<file path="src/rtl/quad_sample_ctrl.sv">
// rtl/quad_sample_ctrl.sv - periodic quadrature sampler with velocity deltas and decoder zeroing; optional QSC_TIMESTAMP_EN adds sample_ts
module quad_sample_ctrl #(
    parameter int PERIOD_W   = 24,
    parameter int ZERO_PULSE = 2,
    parameter int SETTLE     = 4
) (
    input  logic                clk,
    input  logic                rst_n,
    input  logic                enable,
    input  logic [PERIOD_W-1:0] period,
    input  logic                zero_req,
    output logic                zero_busy,
    output logic                dec_rst,
    input  logic [31:0]         count_in,
    output logic                s_valid,
    input  logic                s_ready,
    output logic [15:0]         pos1,
    output logic [15:0]         pos2,
    output logic [15:0]         vel1,
    output logic [15:0]         vel2,
    output logic                overrun,
    input  logic                overrun_clr
`ifdef QSC_TIMESTAMP_EN
    ,
    output logic [31:0]         sample_ts
`endif
);

    typedef enum logic [1:0] {
        ST_IDLE,
        ST_RUN,
        ST_ZPULSE,
        ST_ZSETTLE
    } state_t;

    localparam int SEQ_W = 8;

    state_t              state;
    logic [PERIOD_W-1:0] timer;
    logic [SEQ_W-1:0]    seq_cnt;
    logic [15:0]         prev1;
    logic [15:0]         prev2;

    logic [15:0]         cur1;
    logic [15:0]         cur2;
    logic [PERIOD_W-1:0] last_cnt;
    logic                zero_start;
    logic                tick;

    assign cur1 = count_in[15:0];
    assign cur2 = count_in[31:16];

    // Periods below 2 behave as 2, so the terminal count never drops below 1.
    assign last_cnt   = (period < PERIOD_W'(2)) ? PERIOD_W'(1) : period - PERIOD_W'(1);
    assign zero_start = zero_req && (state == ST_IDLE || state == ST_RUN);
    // ">=" catches a period lowered below the running count; zero_req and enable drop both pre-empt a tick.
    assign tick       = (state == ST_RUN) && enable && !zero_req && (timer >= last_cnt);

    // Sequencer: sampling timer, zeroing pulse/settle, and the delta baseline.
    always_ff @(posedge clk or negedge rst_n) begin
        if (!rst_n) begin
            state     <= ST_IDLE;
            timer     <= '0;
            seq_cnt   <= '0;
            prev1     <= 16'h8000;
            prev2     <= 16'h8000;
            dec_rst   <= 1'b0;
            zero_busy <= 1'b0;
        end else begin
            case (state)
                ST_IDLE: begin
                    if (zero_start) begin
                        state     <= ST_ZPULSE;
                        seq_cnt   <= '0;
                        dec_rst   <= 1'b1;
                        zero_busy <= 1'b1;
                        timer     <= '0;
                    end else if (enable) begin
                        state <= ST_RUN;
                        prev1 <= cur1;
                        prev2 <= cur2;
                        timer <= '0;
                    end
                end
                ST_RUN: begin
                    if (zero_start) begin
                        state     <= ST_ZPULSE;
                        seq_cnt   <= '0;
                        dec_rst   <= 1'b1;
                        zero_busy <= 1'b1;
                        timer     <= '0;
                    end else if (!enable) begin
                        state <= ST_IDLE;
                        timer <= '0;
                    end else if (tick) begin
                        timer <= '0;
                        prev1 <= cur1;
                        prev2 <= cur2;
                    end else begin
                        timer <= timer + PERIOD_W'(1);
                    end
                end
                ST_ZPULSE: begin
                    if (seq_cnt == SEQ_W'(ZERO_PULSE - 1)) begin
                        state   <= ST_ZSETTLE;
                        seq_cnt <= '0;
                        dec_rst <= 1'b0;
                    end else begin
                        seq_cnt <= seq_cnt + SEQ_W'(1);
                    end
                end
                ST_ZSETTLE: begin
                    if (seq_cnt == SEQ_W'(SETTLE - 1)) begin
                        state     <= enable ? ST_RUN : ST_IDLE;
                        seq_cnt   <= '0;
                        zero_busy <= 1'b0;
                        timer     <= '0;
                        prev1     <= cur1;
                        prev2     <= cur2;
                    end else begin
                        seq_cnt <= seq_cnt + SEQ_W'(1);
                    end
                end
                default: begin
                    state <= ST_IDLE;
                end
            endcase
        end
    end

    // Sample register and handshake; a tick always loads fresh data, even over an unread sample.
    always_ff @(posedge clk or negedge rst_n) begin
        if (!rst_n) begin
            s_valid <= 1'b0;
            pos1    <= '0;
            pos2    <= '0;
            vel1    <= '0;
            vel2    <= '0;
            overrun <= 1'b0;
        end else begin
            if (zero_start) begin
                s_valid <= 1'b0;
            end else if (tick) begin
                s_valid <= 1'b1;
                pos1    <= cur1;
                pos2    <= cur2;
                vel1    <= cur1 - prev1;
                vel2    <= cur2 - prev2;
            end else if (s_valid && s_ready) begin
                s_valid <= 1'b0;
            end

            if (tick && s_valid && !s_ready) begin
                overrun <= 1'b1;
            end else if (overrun_clr) begin
                overrun <= 1'b0;
            end
        end
    end

`ifdef QSC_TIMESTAMP_EN
    logic [31:0] cycle_cnt;

    // Free-running cycle counter, latched into sample_ts alongside each sample.
    always_ff @(posedge clk or negedge rst_n) begin
        if (!rst_n) begin
            cycle_cnt <= '0;
            sample_ts <= '0;
        end else begin
            cycle_cnt <= cycle_cnt + 32'd1;
            if (tick) begin
                sample_ts <= cycle_cnt;
            end
        end
    end
`endif

endmodule

</file>
<file path="config.mk">
export PLATFORM = sky130hd
export DESIGN_NAME = quad_sample_ctrl
export DESIGN_NICKNAME = d
export VERILOG_FILES = /design/src/rtl/quad_sample_ctrl.sv
export SDC_FILE = /design/constraint.sdc
export NUM_CORES = 1
export LEC_CHECK = 0
export ABC_AREA = 1
export BUFFER_PORTS_ARGS = -buffer_cell sky130_fd_sc_hd__buf_2
export CAP_MARGIN = 15
export CORE_MARGIN = 2
export CORE_UTILIZATION = 45
export DETAILED_ROUTE_END_ITERATION = 10
export PLACE_DENSITY = 0.7
export SETUP_SLACK_MARGIN = 0.3
export SYNTH_ARGS = -nofsm -noshare
export SYNTH_HDL_FRONTEND = slang
export SYNTH_SLANG_ARGS = --single-unit
</file>
<file path="constraint.sdc">
create_clock -name clk -period 2.7 [get_ports clk]
set_clock_uncertainty 0.15 [all_clocks]
set_input_delay 0.54 -clock clk [delete_from_list [all_inputs] [get_ports clk]]
set_output_delay 0.54 -clock clk [all_outputs]
set_load 0.01 [all_outputs]
</file>
### After elaboration in Yosys (flattened, before gate mapping)

Cells that the tools add are included.

| word-level totals | value |
|---|---|
| register bits | 134 |
| latch bits | 0 |
| RAM bits | 0 |
| bits in read-only memories | 0 |
| input bits | 62 |
| output and inout bits | 68 |
| word-level logic and storage cells | 103 |
| memories kept | 0 |

| cells by class | value |
|---|---|
| $add $sub $neg | 5 |
| $mul | 0 |
| div/mod/pow operators | 0 |
| order comparisons | 2 |
| eq/ne operators | 15 |
| shifts and indexed selects | 0 |
| multiplexer cells | 44 |
| bitwise gates (word level) | 1 |
| reduce and logical (&&, ||, !) cells | 23 |

Operators with widths:

| kind | number |
|---|---|
| 16-bit two-way mux | 12 |
| 24-bit two-way mux | 7 |
| 16-bit case mux with 3 select lines | 2 |
| 24-bit case mux with 3 select lines | 1 |
| 16-bit subtractor | 2 |
| 24-bit by 1-bit adder with 24-bit output (second input constant) | 1 |
| 24-bit >= comparator | 1 |
| 24-bit by 2-bit < comparator with 1-bit output (second input constant) | 1 |
| 8-bit two-way mux | 3 |
| 8-bit case mux with 3 select lines | 1 |
| 24-bit by 1-bit subtractor with 24-bit output (second input constant) | 1 |
| 2-bit inequality test (second input constant) | 7 |
| 2-bit two-way mux | 6 |
| 1-bit two-way mux | 9 |
| 3-bit AND reduction | 3 |
| 8-bit by 1-bit adder with 8-bit output (second input constant) | 1 |
| 8-bit by 1-bit equality test with 1-bit output (second input constant) | 1 |
| 8-bit by 2-bit equality test with 1-bit output (second input constant) | 1 |
| 2-bit case mux with 4 select lines | 1 |
| 1-bit logical AND | 7 |
| 7-bit AND reduction | 1 |
| 3-bit inequality test (second input constant) | 2 |
| 2-bit nonzero test | 3 |
| 3-bit nonzero test | 2 |
| other kinds (11) | 14 |

### Depth between registers and ports, before layout

Gate-level depths: netlist of run 1.

| logic depth | value |
|---|---|
| depth in word-level cells | 8 |
| depth in mapped cells | 25 |
| depth with buffers taken out | 24 |

### Worst setup path after synthesis of run 1

OpenSTA, ideal clock, no wires.

| path | value |
|---|---|
| path type | input -> register |
| start | in period[0] |
| end | reg vel2[3] |
| setup time | 132 ps |
| arrival | 2980 ps |
| required time | 2418 ps |
| path slack | -562 ps |
| stages on the path | 23 |
| buffers on the path | 2 |
| path through | inv_1 > ha_1 > inv_1 > nor3_1 > nand2_1 > nor2_1 > nand2_1 > nor3_2 > nand2_1 > a21oi_1 > o21ai_1 > ha_1 > nand2_1 > nor2_1 > nand2_1 > nor2_1 > nand2_1 > nand3_1 > nand2_2 > buf_4 > buf_2 > nand2_1 > o21ai_0 |

| on the way | value |
|---|---|
| longest elaborated chain between the ends | 5 |
| elaborated cells between the ends (all ways) | 6 |
| those cells by class | add/sub: 1; order compare: 2; mux: 1; reduce/logical: 2 |

RTL lines:

| element | line | source |
|---|---|---|
| start: declaration | 10 | `input logic [PERIOD_W-1:0] period,` |
| 24-bit by 1-bit subtractor with 24-bit output or 24-bit by 2-bit < comparator with 1-bit output (tied branches) | 54 | `assign last_cnt = (period < PERIOD_W'(2)) ? PERIOD_W'(1) : period - PERIOD_W'(1);` |
| 24-bit two-way mux (*) | 54 |  |
| 24-bit >= comparator (*) | 57 | `assign tick = (state == ST_RUN) && enable && !zero_req && (timer >= last_cnt);` |
| 1-bit logical AND (*) | 57 |  |
| 2-bit AND reduction (no source line) (*) | n/a |  |
| end signal: assignment | 148 | `vel2 <= cur2 - prev2;` |
| end: declaration | 20 | `output logic [15:0] vel2,` |

Mark *: on every way between the ends. The rest lies on a longest branch, timed or not.
A chain may end at the register's enable or synchronous reset.

### Worst setup path in the final report of run 1

| path | value |
|---|---|
| start | in period[5] |
| end | reg prev1[1] |

| on the way | value |
|---|---|
| longest elaborated chain between the ends | 6 |
| elaborated cells between the ends (all ways) | 7 |
| those cells by class | add/sub: 1; order compare: 2; eq/ne: 1; mux: 1; reduce/logical: 2 |

RTL lines:

| element | line | source |
|---|---|---|
| 24-bit by 1-bit subtractor with 24-bit output or 24-bit by 2-bit < comparator with 1-bit output (tied branches) | 54 |  |
| 24-bit two-way mux (*) | 54 |  |
| 24-bit >= comparator (*) | 57 |  |
| 1-bit logical AND (*) | 57 |  |
| 2-bit inequality test (no source line) (*) | n/a |  |
| 7-bit AND reduction (no source line) (*) | n/a |  |
| end signal: assignment | 80 | `prev1 <= cur1;` |
| end signal: assignment | 97 | `prev1 <= cur1;` |
| end signal: assignment | 118 | `prev1 <= cur1;` |
| end: declaration | 41 | `logic [15:0] prev1;` |

Marked as above.

==> results of run 1 <==
[layout make-up]
class | count | area (µm²) | share of cell area (%)
inverters | 159 | 622 | 5.31
repair buffers | 228 | 1850 | 15.8
multi-input cells | 784 | 4940 | 42.2
flip-flops and latches | 134 | 3360 | 28.7
clock inverters | 8 | 143 | 1.22
well taps | 234 | 293 | 2.50
clock buffers | 24 | 502 | 4.28
[per-layer routing]
metal	routed length [µm]	share of wire [%]	global-route usage, %	vias to the layer above
met5	0	0	0	-
met4	408	1.7	7.47	0
li1	-	-	-	4030
met1	10100	43	27.1	3821
met2	12000	51	38.3	214
met3	1170	4.9	4.35	36
[registers in the layout (all words and copies together) (netlist names), 8 cells and up]
| name | flops |
|---|---|
| prev2 | 16 |
| pos2 | 16 |
| vel2 | 16 |
| seq_cnt | 8 |
| timer | 24 |
| vel1 | 16 |
| prev1 | 16 |
| pos1 | 16 |
[cells in the mapped netlist, drive strengths merged (3+ instances only)]
| cell | n | area (µm²) |
|---|---|---|
| nand2 | 275 | 1050 |
| inv | 159 | 597 |
| dfrtp | 132 | 3300 |
| o21ai | 119 | 712 |
| nor2 | 90 | 355 |
| nand3 | 65 | 325 |
| ha | 58 | 726 |
| a21oi | 50 | 250 |
| xor2 | 28 | 245 |
| buf | 24 | 175 |
| nor3 | 21 | 120 |
| xnor2 | 16 | 140 |
| nand4 | 14 | 93.8 |
| or2 | 11 | 68.8 |
| o22ai | 10 | 62.6 |
| a21o | 5 | 37.5 |
| nor4 | 4 | 25.0 |
| nand3b | 3 | 22.5 |
[critical path, stage by stage]
cell	delay, ps
buf_4	130
inv_2	60
nand2_2	60
nor3_4	210
nand2_2	110
nor2_4	140
nand2_2	80
nor3_4	170
nand2_1	90
a21oi_1	140
o21ai_1	80
ha_1	270
nand2_1	60
nor2_2	120
nand2_1	80
nor2_1	110
nand2_2	90
nand3_2	100
nand2_4	100
nand2_4	120
nand2_8	90
buf_12	170
nand2_1	80
o21ai_2	60
[path summary, 6_finish.rpt]
kind | start | endpoint | depth (start not counted)
min in group asynchronous | rst_n | vel1[4] | 2
worst min-delay path | overrun_clr | overrun | 2
worst max-delay path | period[5] | prev1[1] | 24
worst min register to register | dec_rst | dec_rst | 2
worst max register to register | timer[5] | timer[20] | 15
max in group asynchronous | rst_n | vel2[5] | 3
[power by group]
group | total (mW) | leakage (nW) | switching, mW | internal (mW)
Clock | 2.55 | 0.316 | 0.881 | 1.66
Combinational | 4.20 | 3.93 | 2.50 | 1.69
Sequential | 2.57 | 1.80 | 0.230 | 2.34
Total | 9.31 | 6.05 | 3.62 | 5.70
[logic make-up (layout without fill, tap and decap cells)]
logic type	count (synthesis)	in the layout	share of synthesized area, %
AND/OR/NAND/NOR	486	486	24.5
AO/OA/AOI/OAI	194	194	13.3
buffers and inverters	185	419	9.16
flip-flops	134	134	39.4
adder cells (fa/ha/maj)	60	60	9.00
XOR/XNOR	44	44	4.53
[per-stage QoR]
step / total power, mW / instances
floorplan: 5.34 / 1103
global placement: 6.09 / 1508
detailed placement: 6.19 / 1508
CTS: 8.82 / 1555
global route: 9.89 / 1571
finish: 9.31 / 1571
[timing repair]
| item | 4_1_cts | 5_1_grt |
|---|---|---|
| buffers inserted | 8 | 7 |
| hold buffers | 1 | 0 |
| endpoints found under the setup margin | 122 | 122 |
| gates resized for setup | 41 | 144 |
| pin swaps | 6 | 32 |
| endpoints found under the hold margin | 55 | 0 |
| cloned | 6 | 9 |
[placed cells by master, fill, tap and decap left out, types with 4 or more instances in the layout]
cell       Yosys  routed
a21o_1         5       5
a21oi_1       50      45
a21oi_2        0       4
buf_12         0       8
buf_16         0       7
buf_2         14     124
buf_4          2      64
buf_6          8      14
bufinv_16      0       4
clkbuf_16      0      25
clkbuf_8       0       5
dfrtp_1      132     132
ha_1          58      54
ha_4           0       4
inv_1        155     143
inv_2          4      11
nand2_1      269     221
nand2_2        5      41
nand2_4        1      12
nand3_1       65      56
nand3_2        0       6
nand4_1       13      13
nor2_1        87      63
nor2_2         1      17
nor2_4         2      10
nor3_1        18      15
nor3_4         0       4
nor4_1         4       4
o21ai_0       41      23
o21ai_1       47      48
o21ai_2       31      48
o22ai_1       10       7
or2_2         11      11
xnor2_1       16      16
xor2_1        28      28
==> reports/qor.csv, run 1 <==
metric,value,unit
CTS Sinks,134,
Pwr per Cell Area,795,nW/µm²
period utilisation layout,115,%
RSZ-0062 raised after global routing,true,
"FF+latch count, synth",134,
WP data arrival,3280,ps
Die H,142,µm
global route total overflow,0,
"Core Util, Final",62.8,%
Yosys Warn Count,0,
Peak Freq,321,MHz
Post-synth top flop,dfrtp_1,
Clock Latency Late Sink,430,ps
dpl cell area,9930,µm²
Slew Limit Headroom,55.9,%
syn avg cell area,7.72,µm²
Synthesized Nets,1225,
Final ANT Viol Nets,0,
largest net degree at the start of global routing,60,
drt via density,5.16,
Worst-path clk slew,60,ps
total global-route track usage,21.9,%
largest fanout on the critical path,16,
post-synthesis cell count,1103,
CTS Root Cell,clkbuf_16,
CP Capture Type,flip-flop,
Post-DP HPWL,15.0,mm
"FFs w/ async S/R, synth",100,%
post-synthesis sequential area ratio,39.4,%
CTS HTree Levels,4,
Slew Limit Fails,0,
Filler Cell Count,1529,
kind of critical path,in -> reg,
endpoints failing setup,122,
final WL,23.6,mm
worst IR drop on VDD,0.457,mV
Mapped Area,8510,µm²
Final Hold Viols,0,
CTS tree,done,
gpl congestion,0.899,
n_diodes,0,
Hold Slack,158,ps
# DRC,0,
total CTS buffers,17,
Setup TNS,-44500,ps
first drt pass iteration count,5,
DR vias,8101,
Die Wd,142,µm
post-layout instance area,11700,µm²
share of cells above drive strength 1,33.4,%
Tightest Pin Transition,656,ps
row cnt,50,
Top Ports,130,
min setup slack post-route,-418,ps
starting density of the core,45.7,%
WP data required,2860,ps
nets,1446,
Bufs on Longest Clock Path,2,
number of synthesized flops with an enable pin,0,
global-route wire length before repair,35.3,mm
antenna violations before repair,1,
Die Area,20000,µm²
failing checks,negative setup slack,
vias in the first global route,7594,
standby leakage power,6.05,nW
core box area,18600,µm²
dpl ws,-866,ps
maxcap violations,0,
crit path launch type,input pin,
# port buffers,129,
DR iter-0 viols,457,
wire per inst,15.0,µm
Area Overhead vs Synth,37.6,%
Hold Crit Class,in -> reg,
status,"finished, violations left",
post-route minimum period,3120,ps
R2R setup slack,350,ps
number of distinct library cells after synthesis,40,
Power figures use the tool's default switching activity.
==> run 2: changes to the inputs <==
GPL_TIMING_DRIVEN = 0   (was not set)
PLACE_DENSITY = 0.72   (was 0.7)
clock period = 2.52 ns   (was 2.7 ns; I/O delays follow)
==> run 2 against run 1 <==
The flow still finishes with violations (negative setup slack). Worst hold slack got worse by 46 ps. Non-clock buffer count fell by 39. Sequential power rose by 7%. Combinational power rose by 8.8%. Routed wire length fell by 5.0%. Critical path depth rose by 1. Critical path type unchanged.
==> reports/qor.csv, run 2 (synthesized netlist as in run 1, its figures left out) <==
metric,value,unit
status,"finished, violations left",
failing checks,negative setup slack,
M1 WL,9.88,mm
largest net degree at the start of global routing,100,
nets,1408,
Area Overhead vs Synth,33.2,%
met2 routed WL,10.8,mm
CTS Sinks,134,
Worst-path clk slew,60,ps
worst path bufs/invs,7,
Die Area,20000,µm²
Crit path max-delay family,simple AND/OR/NAND/NOR gates,
Max Used Layer,met4,
Die Wd,142,µm
drt via density,5.11,
maxcap violations,0,
Final ANT Viol Nets,0,
standby leakage power,5.89,nW
first drt pass iteration count,9,
wire per inst,14.6,µm
Final Hold Viols,0,
WP data arrival,3340,ps
max FFs per register,24,
DR vias,7845,
"most common cell after layout, fill and taps aside",nand2_1,
crit path launch type,input pin,
row cnt,50,
total CTS buffers,17,
largest fanout on the critical path,7,
Most common cell on crit path,nand2_1,
Multi-input gate area,4870,µm²
Hold Crit Class,in -> reg,
DR iter-0 viols,558,
CP Capture Type,flip-flop,
CTS tree,done,
total power,9.95,mW
period utilisation layout,126,%
Met3 Wirelength,1.21,mm
Top Ports,130,
Largest Register,timer,
starting density of the core,45.7,%
global-route wire length before repair,35.8,mm
# port buffers,129,
Die H,142,µm
min setup slack post-route,-652,ps
share of cells above drive strength 1,29.8,%
Clock Latency Late Sink,430,ps
Post-DP HPWL,15.6,mm
CP max stage delay,280,ps
Peak Freq,315,MHz
Slew Limit Fails,0,
dpl ws,-1340,ps
# DRC,0,
post-route minimum period,3170,ps
Tightest Pin Transition,585,ps
core box area,18600,µm²
gpl congestion,0.934,
Bufs on Longest Clock Path,2,
CTS HTree Levels,4,
global route total overflow,0,
vias in the first global route,7671,
Reg area,3360,µm²
Slew Limit Headroom,60.7,%
total global-route track usage,22.3,%
RSZ-0062 raised after global routing,true,
worst IR drop on VDD,0.609,mV
Pwr per Cell Area,878,nW/µm²
Filler Cell Count,1587,
kind of critical path,in -> reg,
antenna violations before repair,3,
"commonest non-fill, non-tap cells in the layout","217 x nand2_1, 150 x inv_1, 132 x dfrtp_1",
WP data required,2690,ps
CP max-delay cell,ha_1,
endpoints failing setup,122,
CTS Root Cell,clkbuf_16,
final WL,22.4,mm
## run 2: cell types whose count changed in the layout (fill, tap and decap cells not counted), moves of 4 or more
cell | before | now
buf_12 | 8 | 12
buf_4 | 64 | 14
buf_8 | 2 | 6
inv_1 | 143 | 150
inv_2 | 11 | 3
nand2_1 | 221 | 217
nand2_2 | 41 | 37
nand2_4 | 12 | 21
nand3_1 | 56 | 60
nor2_1 | 63 | 72
nor2_2 | 17 | 13
nor2_4 | 10 | 5
## run 2: worst register-to-register path, delay by kind of cell, from the launching register on
kind	cells	cell delay [ps]
AO/OA/AOI/OAI	1	50
flip-flops	1	440
adder cells (fa/ha/maj)	1	330
buffers and inverters	3	490
AND/OR/NAND/NOR	8	820
## run 2: per-layer routing
metal	up-vias	track usage, %
met5	-	0
met3	44	5.64
met2	178	37.8
met4	0	6.63
li1	3962	-
met1	3661	28.1
## run 2: where the power goes
part	switching [mW]	total, mW	internal (mW)
logic	2.65	4.57	1.91
clock network	0.938	2.62	1.68
registers	0.253	2.76	2.51
total	3.84	9.95	6.10
## run 2: final cells by class
class	count	area share, %
diodes	2	0.0442
plain buffers	26	3.48
clock buffers	24	4.43
clock inverters	7	1.04
inverters	159	5.53
multi-input cells	785	43.0
flip-flops and latches	134	29.6
well taps	234	2.58
repair buffers	163	10.3
## run 2: worst paths after layout
path	startpoint	endpoint	slack [ps]	cells after the start
max reg2reg	timer[15]	pos1[7]	120	13
min	overrun_clr	overrun	110	2
max	period[1]	pos1[7]	-650	25
min in group asynchronous	rst_n	pos1[4]	390	2
min reg2reg	vel1[9]	vel1[9]	320	2
max in group asynchronous	rst_n	seq_cnt[5]	1040	3
## run 2: repair_timing
action                     CTS  global route
hold endpoints to repair    35             0
buffers inserted            13            10
hold buffers                 1             0
setup endpoints to repair  122           122
gates resized for setup     80           116
pin swaps                    5            18
gates cloned                 5             5
## run 2: metrics by stage
stage | hold slack [ps] | cell area (µm²) | utilization (%) | TNS, ps | std cells
after floorplan | 58.4 | 8620 | - | -54360 | 1103
after global placement | 303 | 9560 | 51.3 | -277180 | 1466
after detailed placement | 277 | 9590 | 51.4 | -139420 | 1467
after CTS | 126 | 10700 | 57.4 | -67170 | 1517
after global routing | 115 | 11300 | 60.8 | -94650 | 1533
final | 111 | 11300 | 60.8 | -68510 | 1534
